--- src/rtl/uart_tx_fifo.sv ---
// uart_tx_fifo: byte FIFO feeding a UART transmitter through a send/busy handshake.
//
// Ports
//   Clk, Reset       : system clock; asynchronous active-high reset
//   Wr_Data, Wr_En   : one byte enqueued per cycle while Wr_En=1
//   Full, Empty      : decoded from Count, valid in the same cycle as Count
//   Count            : bytes stored, 0..DEPTH
//   Overflow         : sticky, set when a write hits a full FIFO
//   Clr_Overflow     : synchronous clear of Overflow (a coincident drop wins)
//   Tx_Data, Tx_Send : byte and send request toward the transmitter
//   Tx_Busy          : transmitter busy status
module uart_tx_fifo #(
  parameter int AW = 4
) (
  input  logic          Clk,
  input  logic          Reset,
  input  logic [7:0]    Wr_Data,
  input  logic          Wr_En,
  output logic          Full,
  output logic          Empty,
  output logic [AW:0]   Count,
  output logic          Overflow,
  input  logic          Clr_Overflow,
  output logic [7:0]    Tx_Data,
  output logic          Tx_Send,
  input  logic          Tx_Busy
);

  localparam int DEPTH = 1 << AW;

  typedef enum logic [1:0] {S_IDLE, S_SEND, S_WAIT} state_t;

  state_t        state, state_nxt;
  logic [7:0]    mem [DEPTH];
  logic [AW-1:0] wr_ptr, rd_ptr;
  logic [AW:0]   count;
  logic          wr_acc, pop;

  assign Count   = count;
  assign Full    = (count == (AW+1)'(DEPTH));
  assign Empty   = (count == '0);
  // Full is the registered-count view, so a same-cycle pop never rescues a write.
  assign wr_acc  = Wr_En && !Full;
  assign Tx_Send = (state == S_SEND);

  always_comb begin
    state_nxt = state;
    pop       = 1'b0;
    case (state)
      S_IDLE: if (!Empty && !Tx_Busy) begin
        pop       = 1'b1;
        state_nxt = S_SEND;
      end
      S_SEND: if (Tx_Busy)  state_nxt = S_WAIT;
      S_WAIT: if (!Tx_Busy) state_nxt = S_IDLE;
      default: state_nxt = S_IDLE;
    endcase
  end

  // Storage is left unreset; pointers and count define what is valid.
  always_ff @(posedge Clk) begin
    if (wr_acc) mem[wr_ptr] <= Wr_Data;
  end

  always_ff @(posedge Clk or posedge Reset) begin
    if (Reset) begin
      state    <= S_IDLE;
      wr_ptr   <= '0;
      rd_ptr   <= '0;
      count    <= '0;
      Overflow <= 1'b0;
      Tx_Data  <= 8'h00;
    end else begin
      state <= state_nxt;
      if (wr_acc) wr_ptr <= wr_ptr + 1'b1;
      if (pop) begin
        rd_ptr  <= rd_ptr + 1'b1;
        Tx_Data <= mem[rd_ptr];
      end
      case ({wr_acc, pop})
        2'b10:   count <= count + 1'b1;
        2'b01:   count <= count - 1'b1;
        default: count <= count;
      endcase
      if (Wr_En && Full)     Overflow <= 1'b1;
      else if (Clr_Overflow) Overflow <= 1'b0;
    end
  end

endmodule

--- config.mk ---
export PLATFORM = sky130hd
export DESIGN_NAME = uart_tx_fifo
export DESIGN_NICKNAME = d
export VERILOG_FILES = /design/src/rtl/uart_tx_fifo.sv
export SDC_FILE = /design/constraint.sdc
export NUM_CORES = 1
export LEC_CHECK = 0
export ABC_AREA = 1
export CORE_MARGIN = 3
export CORE_UTILIZATION = 35
export CTS_BUF_LIST = sky130_fd_sc_hd__clkbuf_4 sky130_fd_sc_hd__clkbuf_8
export DETAILED_ROUTE_END_ITERATION = 8
export HOLD_SLACK_MARGIN = 0.08
export PLACE_DENSITY_LB_ADDON = 0.2
export SLEW_MARGIN = 20
export SYNTH_ARGS = -nofsm -noshare
export SYNTH_HDL_FRONTEND = slang
export SYNTH_SLANG_ARGS = --single-unit
--- constraint.sdc ---
create_clock -name Clk -period 4.13 [get_ports Clk]
set_input_delay 0.826 -clock Clk [delete_from_list [all_inputs] [get_ports Clk]]
set_output_delay 0.826 -clock Clk [all_outputs]
set_load 0.02 [all_outputs]
==> results of run 1 <==
## metal layers
metal	GRT usage	share of wire	routed length, µm
met1	0.211	0.46	7100
met2	0.248	0.48	7390
met3	0.0352	0.043	670
met4	0.0486	0.017	263
met5	0	0	0
## cell usage in the layout (no fill, tap or decap), drive strengths merged, types with 7 or more instances in the layout
cell,Yosys,final
nor2,10,10
nor3,13,13
nand3,99,99
nand2,218,218
clkbuf,2,19
dfrtp,24,24
buf,26,13
ha,9,9
inv,116,115
clkinv,1,9
clkdlybuf4s50,0,29
edfxtp,128,128
xor2,7,7
## stage by stage
stage | setup WS (ns) | cells | area (µm²) | hold slack [ns]
2_1_floorplan | 1.52 | 667 | 6750 | 0.456
3_3_place_gp | 0.716 | 941 | 7290 | 0.470
3_5_place_dp | 0.579 | 941 | 7290 | 0.473
4_1_cts | 1.06 | 973 | 7750 | 0.494
5_1_grt | 0.792 | 973 | 7760 | 0.511
6_report | 1.08 | 973 | 7760 | 0.489
## sequential cells by signal (all words and copies together) (netlist names)
| signal | cells |
|---|---|
| mem | 128 |
| Tx_Data | 8 |
| Count | 5 |
| rd_ptr | 4 |
| wr_ptr | 4 |
| state | 2 |
| Overflow | 1 |
## layout make-up
class / count / area share
inverters: 117 / 0.0569
clock buffers: 19 / 0.0321
clock inverters: 13 / 0.0261
multi-input cells: 370 / 0.220
repair buffers: 42 / 0.0500
flip-flops and latches: 152 / 0.573
well taps: 260 / 0.0419
## logic make-up after synthesis
logic type	Yosys count	synth area share
compound gates	10	0.00890
xor+xnor	9	0.0117
fa+ha+maj	10	0.0197
buf+inv	145	0.0905
flops	152	0.659
simple gates	341	0.211
## worst max-delay path, cell delays in order
cell	delay [ns]
clkdlybuf4s50_1	0.45
nor3_1	0.19
nand2_1	0.30
inv_1	0.41
ha_1	0.35
ha_1	0.30
nand2_1	0.09
nand2_1	0.06
a21oi_1	0.18
xor2_1	0.16
nand2_1	0.06
nand2_1	0.05
## final timing paths
kind	from	end	slack [ns]	cells after the start
setup / recovery	Tx_Busy	Count[4]	1.08	12
hold / removal	Tx_Data[3]	Tx_Data[3]	0.49	2
setup reg to reg	Count[1]	Count[4]	1.10	14
hold reg to reg	Tx_Data[3]	Tx_Data[3]	0.49	2
max in group asynchronous	Reset	rd_ptr[0]	2.89	2
min in group asynchronous	Reset	Tx_Data[2]	0.77	2
## power groups by stage
stage               combinational [mW]  clock, mW  sequential (mW)
finish                            1.91       1.28             2.04
global route                      2.16       1.38             2.07
CTS                               1.94       1.31             2.04
detailed placement                1.93          0             2.08
global placement                  1.91          0             2.07
floorplan                         1.28          0             2.11
==> flow_metrics.tcl, run 1 <==
set metrics [dict create \
    ir_drop_v 0.000308 \
    rsz0062_at_grt "no" \
    cp_max_fo 12 \
    routed_wl_um 15400 \
    fillCellCount 1841 \
    switching_power_mw 1.99 \
    p_clk_frac 0.245 \
    clock.fmax_mhz 328 \
    first_iter_violations 363 \
    p_int_mw 3.25 \
    relSlewSlack 0.369 \
    synthCells 667 \
    power.density_nw_per_um2 676 \
    synth_warnings 0 \
    async_reset_ff_frac 0.158 \
    end_kind "flip-flop" \
    die_y_um 145 \
    ys_ff_latch 152 \
    synth_cell_type_count 23 \
    die_w_um 145 \
    worst_ep_required_time_ns 4.52 \
    grt_pass1_wl_um 24100 \
    yosysTopAreaCell "edfxtp_1" \
    ys.flop_type "edfxtp_1" \
    die-area_um2 21000 \
    grt_usage 0.155 \
    synth.most_common_cell "nand2_1" \
    cts_made_buffers 17 \
    synth_edf_count 128 \
    clkSinkCount 152 \
    routed_via_density 4.58 \
    layout-drive-gt1-share 0.0701 \
    drcViolationCount 0 \
    fin_total_pwr_mw 5.24 \
    area_growth_pct 14.9 \
    combPwrFrac 0.365 \
    crit_type "input pin to flip-flop" \
    io_pins 30 \
    grt_pass1_vias 4313 \
    start_kind "input pin" \
    cts_setup_buffers 0 \
    cts_buffer_depth 2 \
    core_um2 18800 \
    cts_hold_buf 0 \
    wire_per_inst_um 15.9 \
    vias 4453 \
    fin_crit_sh 0.738 \
    ctsResizeCount 0 \
    fin_worst_skew_ns 0.0103 \
    start_util 0.358 \
    clkLatencyLatePin_ns 0.45 \
    power_leakage_nw 3.35 \
    grt_max_degree 67 \
    rows 50 \
    synth_common_cells "218 x nand2_1, 128 x edfxtp_1, 115 x inv_1, 99 x nand3_1, 24 x dfrtp_1" \
    cts_max_level 4 \
    multi_input_area_um2 1700 \
    fin_util 0.412 \
    place_hpwl_um 9650 \
    n_antenna_cell 0 \
    slew_violations 0 \
    first_pass_iters 8 \
    worst_hold_path_type "flip-flop to flip-flop" \
    synth_fp_nets 690 \
    worstPathArrival_ns 3.44 \
    synth_area_leaders "edfxtp_1 57%, nand2_1 12%, dfrtp_1 8.9%" \
    finalSetupViolCount 0 \
    synth_top_area_frac 0.570 \
    grt.overflow.total 0 \
    tightest_slew_ns 0.940 \
    nNetsFinal 723 \
    antenna_found_initial 0 \
    seq_area_frac_synth 0.659 \
    max-cap-violations 0 \
    clk_pin_slew_worst_paths_ns 0.08 \
    ff_latch_area_um2 4450 \
    postSynthAreaPerCell_um2 10.1 \
    root_buffer "clkbuf_8" \
    finalHoldViolCount 0 \
    status "completed" \
    min_period_ns 3.05 \
    p_seq_frac 0.390 \
    routabilityCongestion 0.826 \
    syn-cell-area_um2 6750 \
    portBuffers 29 \
    detail-route-antenna-nets 0 \
    setup_tns_ns 0 \
    switching_share 0.380 \
    cts_tree "yes" \
]
Power figures use the tool's default switching activity.
==> run 2, diff against run 1 <==
- clock period: 4.13 -> 2.6 ns (I/O delays scaled with it)
==> flow_metrics.tcl, run 2 (same netlist as run 1, synthesis figures left out) <==
set metrics [dict create \
    status "completed" \
    cts_made_buffers 17 \
    first_iter_violations 313 \
    relSlewSlack 0.508 \
    grtUsageMet3 0.0352 \
    whs_ns 0.408 \
    tightest_slew_ns 0.738 \
    setup_tns_ns 0 \
    die-area_um2 21000 \
    fillCellCount 1845 \
    fin_cells 992 \
    fin_worst_skew_ns 0.0129 \
    reg2reg_depth 14 \
    ctsResizeCount 0 \
    grt_usage 0.160 \
    cts_hold_buf 0 \
    power_leakage_nw 3.42 \
    place_hpwl_um 10500 \
    end_kind "output port" \
    min_period_ns 2.42 \
    ff_latch_area_um2 4450 \
    nNetsFinal 742 \
    max-cap-violations 0 \
    grt_pass1_vias 4503 \
    root_buffer "clkbuf_8" \
    rows 50 \
    start_kind "flip-flop" \
    antenna_found_initial 0 \
    largest-register "mem" \
    fin_crit_sh 0.930 \
    power.density_nw_per_um2 1040 \
    grt.overflow.total 0 \
    area_growth_pct 16.0 \
    wire_per_inst_um 16.0 \
    start_util 0.358 \
    grt_pass1_wl_um 25000 \
    final_cell_mix "218 x nand2_1, 128 x edfxtp_1, 115 x inv_1" \
    r2r_end "Count[4]" \
    die_y_um 145 \
    worst_ep_required_time_ns 2.08 \
    ir_drop_v 0.000373 \
    drcViolationCount 0 \
    worst_hold_path_type "input pin to async pin" \
    vias 4567 \
    clkLatencyLatePin_ns 0.45 \
    grt_max_degree 67 \
    multi_input_area_um2 1700 \
    reg2reg_from "Count[0]" \
    cts_buffer_depth 2 \
    layout-drive-gt1-share 0.0915 \
    cts_tree "yes" \
    finalHoldViolCount 0 \
    detail-route-antenna-nets 0 \
    place_inst 960 \
    die_w_um 145 \
    rsz0062_at_grt "no" \
    finalSetupViolCount 0 \
    largest_reg_flops 128 \
    use_met1 0.221 \
    worstPathArrival_ns 1.90 \
    core_um2 18800 \
    final_common_cell "nand2_1" \
    cp_max_fo 5 \
    clk_pin_slew_worst_paths_ns 0.08 \
    portBuffers 29 \
    grt.busiest_layer "met2" \
    grt.met2_usage 0.253 \
    routed_wl_um 15900 \
    routabilityCongestion 0.857 \
    io_pins 30 \
    n_antenna_cell 0 \
    crit_path_start "Count[0]" \
    cts_max_level 4 \
    clkSinkCount 152 \
    rrSetupSlack_ns 0.26 \
    first_pass_iters 4 \
    crit_type "flip-flop to output port" \
    clock.fmax_mhz 414 \
    routed_via_density 4.60 \
    cts_setup_buffers 0 \
    fin_util 0.416 \
    crit_path_end "Full" \
    slew_violations 0 \
]
run 2: cell types whose count changed in the layout (fill, tap and decap cells not counted), moves of 2 or more:
cell / change
buf_4: +18
bufinv_16: -3
clkinv_4: -3
clkbuf_4: +2
clkinv_2: +2
inv_1: +2
nor3_1: +2
nor3_2: -2
run 2: per-layer routing:
layer / share of wire / vias to the layer above / wire [µm]
met5: 0 / - / 0
met4: 0.016 / 0 / 253
met3: 0.039 / 21 / 618
met2: 0.48 / 85 / 7570
met1: 0.47 / 2225 / 7420
li1: - / 2236 / -
run 2: worst min path at each step:
| stage | from | endpoint | slack [ns] | cells past startpoint |
|---|---|---|---|---|
| after floorplan | state[0] | state[1] | 0.46 | 1 |
| after global placement | Tx_Data[4] | Tx_Data[4] | 0.47 | 2 |
| after detailed placement | Tx_Data[4] | Tx_Data[4] | 0.47 | 2 |
| after CTS | Reset | Tx_Data[6] | 0.40 | 2 |
| after global routing | Reset | Tx_Data[6] | 0.43 | 2 |
| final | Reset | Tx_Data[6] | 0.41 | 2 |
run 2: worst max-delay path, stage by stage (launching register included):
cell and delay (ns):
dfrtp_1 0.45, nor2_1 0.14, nand3_1 0.14, inv_1 0.10, clkdlybuf4s50_1 0.61
run 2: per-stage QoR:
stage / area [µm²] / total power [mW] / worst slack (ns)
floorplan: 6750 / 5.39 / 0.0923
global placement: 7450 / 6.42 / 0.0383
detailed placement: 7450 / 6.47 / -0.0398
CTS: 7830 / 8.22 / 0.158
global route: 7830 / 8.71 / 0.0197
finish: 7830 / 8.14 / 0.183
run 2: area by class of cell:
type                            instances  area share
Clock inverter                         10      0.0133
Timing Repair Buffer                   61      0.0693
Sequential cell                       152       0.568
Tap cell                              260      0.0415
Multi-Input combinational cell        370       0.217
Clock buffer                           22      0.0355
Inverter                              117      0.0561
run 2: power breakdown:
part	leakage [nW]	switching, mW	internal [mW]
sequential	1.45	0.241	3.03
clock	0.198	0.842	0.908
combinational	1.78	2.08	1.05
==> patch 1, RTL diff (flow settings as in run 2) <==
Re-encode `state_t` (3 states) as one-hot, 3 bits wide.
--- a/src/rtl/uart_tx_fifo.sv
+++ b/src/rtl/uart_tx_fifo.sv
@@ -29,5 +29,5 @@
   localparam int DEPTH = 1 << AW;
 
-  typedef enum logic [1:0] {S_IDLE, S_SEND, S_WAIT} state_t;
+  typedef enum logic [2:0] {S_IDLE = 3'b001, S_SEND = 3'b010, S_WAIT = 3'b100} state_t;
 
   state_t        state, state_nxt;
Behaviour: no difference found for any inputs over 10 cycles, from zero or initial values and one cycle with Reset high; not proved beyond that.
==> patch 1 against run 2 <==
Fmax down 0.61%. Setup slack worse by 15 ps. Routed wire length down 1.7%. Count of clock-buffer cells in the layout up 6. Area after synthesis up 1.1%. Design area up 1.4%. Critical path type unchanged. Total power up 1.4%. Sequential cell count up 1.
==> patch 1: results (changes against run 2) <==
status -> finished clean
Storage cell area -> 4472 um^2 (+0.59%)
xor and xnor area share after synthesis -> 0.01155 (-0.0001285)
signal buffers share of area -> 0.06995 (+0.0006141)
met1 usage -> 0.2034 (-0.01744)
Initial DRC Count -> 363 (+16%)
flop-to-flop setup slack -> 300 ps (+40 ps)
Critical Path End -> Empty
Cells after DPL -> 974 (+1.5%)
DP HPWL -> 10.30 mm (-2.0%)
Area growth, synth to finish -> 16.37%
met2 Use GR -> 0.2487 (-0.004256)
reg2reg path depth -> 12 (-2)
FILL cells -> 1789 (-3.0%)
fraction of area in multi-input gates -> 0.2171 (+0.0004615)
Slew HR -> 0.4944 (-0.01382)
Clock-cell share -> 0.05026 (+0.001530)
worst hold margin -> 424.8 ps (+16.54 ps)
Layout Cells excl Fill -> 1006 (+1.4%)
synth cell count leaders -> nand2_1, edfxtp_1, inv_1
Buffers excl. clock -> 64 (+4.9%)
GR met3 Demand/Resource -> 0.04142 (+0.006257)
Worst VDD drop -> 391.3 uV (+5.0%)
final net count -> 756 (+1.9%)
first-pass GRT wire length -> 25.24 mm (+1.1%)
Clock buffer cells -> 28 (+27%)
final wirelength -> 15.60 mm (-1.7%)
adder-cell area share of the yosys netlist -> 0.01944 (-0.0002162)
compound-gate portion of the synthesized area -> 0.01283 (+0.003936)
ranking of synthesized cells by area -> edfxtp_1, nand2_1, dfrtp_1
drt pass-1 iters -> 5 (+1)
DP Worst Slack -> -22.90 ps (+16.85 ps)
Final Skew -> 6.782 ps (-6.105 ps)
Syn Area/Cell -> 10.06 um^2 (-0.53%)
FFs & Latches -> 153 (+0.66%)
Leak Pwr -> 3.517 nW (+2.8%)
share of post-route cells with drive strength above 1 -> 0.09786 (+0.006325)
vias in the first global route -> 4574 (+1.6%)
r2r endpoint -> Count[4]
Tot GR Track Use -> 0.1547 (-0.005423)
post-synthesis cell type count -> 25 (+8.7%)
routability cong. -> 0.8278 (-3.4%)
Die Width -> 145.6 um (+0.53%)
Sw Share -> 0.3780 (-0.01001)
vias per cell -> 4.520 (-1.8%)
patch 1: changes by cell type after synthesis, moves of 2 or more:
cell      change
nand2_1       -5
inv_1         +7
nand2_2       +2
o21ai_0       +7
clkbuf_1      -2
nor2_1        -2
buf_1         +2
patch 1: power groups by stage:
stage | sequential (mW) | clock (mW) | combinational, mW
after floorplan | 3.36 | 0 | 2.08
after global placement | 3.29 | 0 | 3.19
after detailed placement | 3.31 | 0 | 3.24
after CTS | 3.26 | 1.85 | 3.25
after global routing | 3.30 | 1.97 | 3.63
final | 3.26 | 1.80 | 3.20
patch 1: per-layer routing:
| layer | vias up | share of wire |
|---|---|---|
| met5 | - | 0 |
| met4 | 0 | 0.017 |
| met3 | 23 | 0.036 |
| met2 | 81 | 0.47 |
| met1 | 2162 | 0.48 |
| li1 | 2281 | - |
patch 1: worst max-delay path: stages, from the launching register on:
cell	delay [ps]
dfrtp_1	460
nor2_1	170
nand4_1	140
inv_1	90
clkdlybuf4s50_1	600
==> patch 2, RTL diff (config.mk and constraints of run 2) <==
Made on the original files. Change the parameter `AW` from 4 to 5.
--- a/src/rtl/uart_tx_fifo.sv
+++ b/src/rtl/uart_tx_fifo.sv
@@ -11,5 +11,5 @@
 //   Tx_Busy          : transmitter busy status
 module uart_tx_fifo #(
-  parameter int AW = 4
+  parameter int AW = 5
 ) (
   input  logic          Clk,
Interface: changed (resized Count); port bits go from 30 to 31. The function was not compared with the original's and may differ.
==> patch 2 against run 2 <==
Combinational power rose by 67%. Die area rose by 77%. Routed wire length rose by 90%. Fmax rose by 3.3%. Total power rose by 84%. Setup slack improved by 78 ps. Sequential cell count rose by 131. Non-clock buffer count rose by 31. Register-to-register slack barely moved. Design area rose by 83%. Hold slack got worse by 62 ps. Area after synthesis rose by 81%.
==> patch 2: results (changes against run 2) <==
status -> finished clean
YS warnings -> 0 (unchanged)
Layout Cells excl Fill -> 1743 (+76%)
routability cong. -> 0.8238 (-3.9%)
Ant. Diodes -> 0 (unchanged)
clock slew seen by the registers of the worst setup and hold paths -> 70 ps
clock buffer depth -> 3 (+1)
Initial DRC Count -> 487 (+56%)
first-pass GRT wire length -> 46.26 mm (+85%)
max incr delay on CP -> 420 ps (-190 ps)
CTS Root Cell -> clkbuf_8
Post-CTS Setup Bufs -> 0 (unchanged)
vias -> 8066 (+77%)
Worst-Skew Late Latency -> 560 ps (+110 ps)
Leak Pwr -> 5.902 nW (+73%)
share of post-route cells with drive strength above 1 -> 0.1135 (+0.02198)
post-synthesis cell type count -> 25 (+8.7%)
I/O Buffers -> 30 (+3.4%)
H-tree depth -> 2 (-2)
Worst Hold Class -> in2async
max reg flops -> 256 (+100%)
syn nets -> 1191 (+73%)
Worst VDD drop -> 515.5 uV (+38%)
final number of setup-violating endpoints -> 0 (unchanged)
vias in the first global route -> 7886 (+75%)
Tot GR Track Use -> 0.1649 (+0.004708)
DP HPWL -> 17.85 mm (+70%)
Total Neg Setup Slack -> 0 ps (unchanged)
synth cell count leaders -> nand2_1, edfxtp_1, nand3_1
placed cell area -> 13310 um^2 (+79%)
largest net degree at the start of global routing -> 94 (+40%)
Final Skew -> 26.95 ps (+14.06 ps)
critical-path maximum fanout -> 6 (+1)
Arr. time, crit path -> 2760 ps (+860 ps)
ranking of synthesized cells by area -> edfxtp_1, nand2_1, nand3_1
FILL cells -> 3244 (+76%)
number of synthesized flops with an enable pin -> 256 (+100%)
FFs w/ async S/R, synth -> 0.09541 (-0.06249)
antenna violations before repair -> 0 (unchanged)
Seq/Total Area, Yosys -> 0.6858 (+0.02731)
family with the most delay on the worst path -> simple AND/OR/NAND/NOR gates
DP Worst Slack -> -76.13 ps (-36.38 ps)
Slew @ Worst Pin -> 628.8 ps (-108.8 ps)
CTS Buf Count -> 47 (+30)
most flop-heavy register -> mem
Syn Area/Cell -> 10.45 um^2 (+3.3%)
Avg WL per Cell -> 17.26 um (+7.9%)
drt pass-1 iters -> 5 (+1)
CP max-delay cell -> dfrtp_1
final net count -> 1280 (+73%)
## patch 2: changes by cell type in the layout (fill, tap and decap cells not counted), moves of 5 or more
cell	change
nand2_1	+165
edfxtp_1	+128
clkbuf_8	+34
buf_4	+27
inv_1	+11
nor2_1	+78
clkinv_1	+12
nor3_1	-8
clkbuf_4	+5
clkinv_2	+6
o21ai_0	+13
nand3_1	+63
a21oi_1	+15
## patch 2: area by class of cell
| type | count | area share |
|---|---|---|
| Clock buffer | 61 | 0.05478 |
| Inverter | 131 | 0.03448 |
| Multi-Input combinational cell | 701 | 0.2148 |
| Clock inverter | 27 | 0.01409 |
| Sequential cell | 283 | 0.5852 |
| Tap cell | 448 | 0.03920 |
| Timing Repair Buffer | 92 | 0.05740 |
## patch 2: routing by layer
| metal | global-route usage | part of all wire | vias to the layer above |
|---|---|---|---|
| met2 | 0.2662 | 0.46 | 185 |
| met1 | 0.2264 | 0.46 | 3804 |
| li1 | - | - | 4023 |
| met5 | 0 | 0 | - |
| met4 | 0.05296 | 0.027 | 0 |
| met3 | 0.02979 | 0.049 | 54 |
## patch 2: path summary, 6_finish.rpt
check	slack (ps)	startpoint	cells past startpoint	to
max	260	Count[2]	14	Count[5]
min	350	Reset	3	Overflow
max reg2reg	260	Count[2]	14	Count[5]
min reg2reg	480	Tx_Data[7]	2	Tx_Data[7]
max in group asynchronous	1900	Reset	3	rd_ptr[0]
min in group Clk	480	Tx_Data[7]	2	Tx_Data[7]
## patch 2: repair_timing
| action | CTS | global route |
|---|---|---|
| setup endpoints to repair | 0 | 2 |
| hold endpoints to repair | 0 | 0 |
| resized for setup | 0 | 2 |
## patch 2: metrics by stage
| step | total power [mW] | util |
|---|---|---|
| detailed placement | 11.05 | 0.3920 |
| global placement | 11.03 | 0.3920 |
| CTS | 15.14 | 0.4210 |
| global route | 15.95 | 0.4212 |
| finish | 14.96 | 0.4212 |
| floorplan | 9.157 | - |
## patch 2: kinds of logic (layout without fill, tap and decap cells)
logic type	after synthesis	count (layout)	share of synthesized area
adders and majority gates	11	11	0.01190
buffers and inverters	183	311	0.06280
DFF	283	283	0.6858
and+or+nand+nor	641	641	0.2156
AOI/OAI and AO/OA	39	39	0.01673
xor gates and xnor gates	10	10	0.007183
## patch 2: worst reg2reg max path, delay by kind of cell, from the launching register on
family / cells / cell delay [ps]
AOI/OAI and AO/OA: 1 / 80
xor gates and xnor gates: 1 / 140
adders and majority gates: 2 / 620
buffers and inverters: 1 / 80
DFF: 1 / 420
and+or+nand+nor: 9 / 870
## patch 2: report_power, final
group | internal (mW) | switching (mW)
clock network | 2.28 | 1.78
registers | 5.42 | 0.248
logic | 1.66 | 3.59
total | 9.35 | 5.61
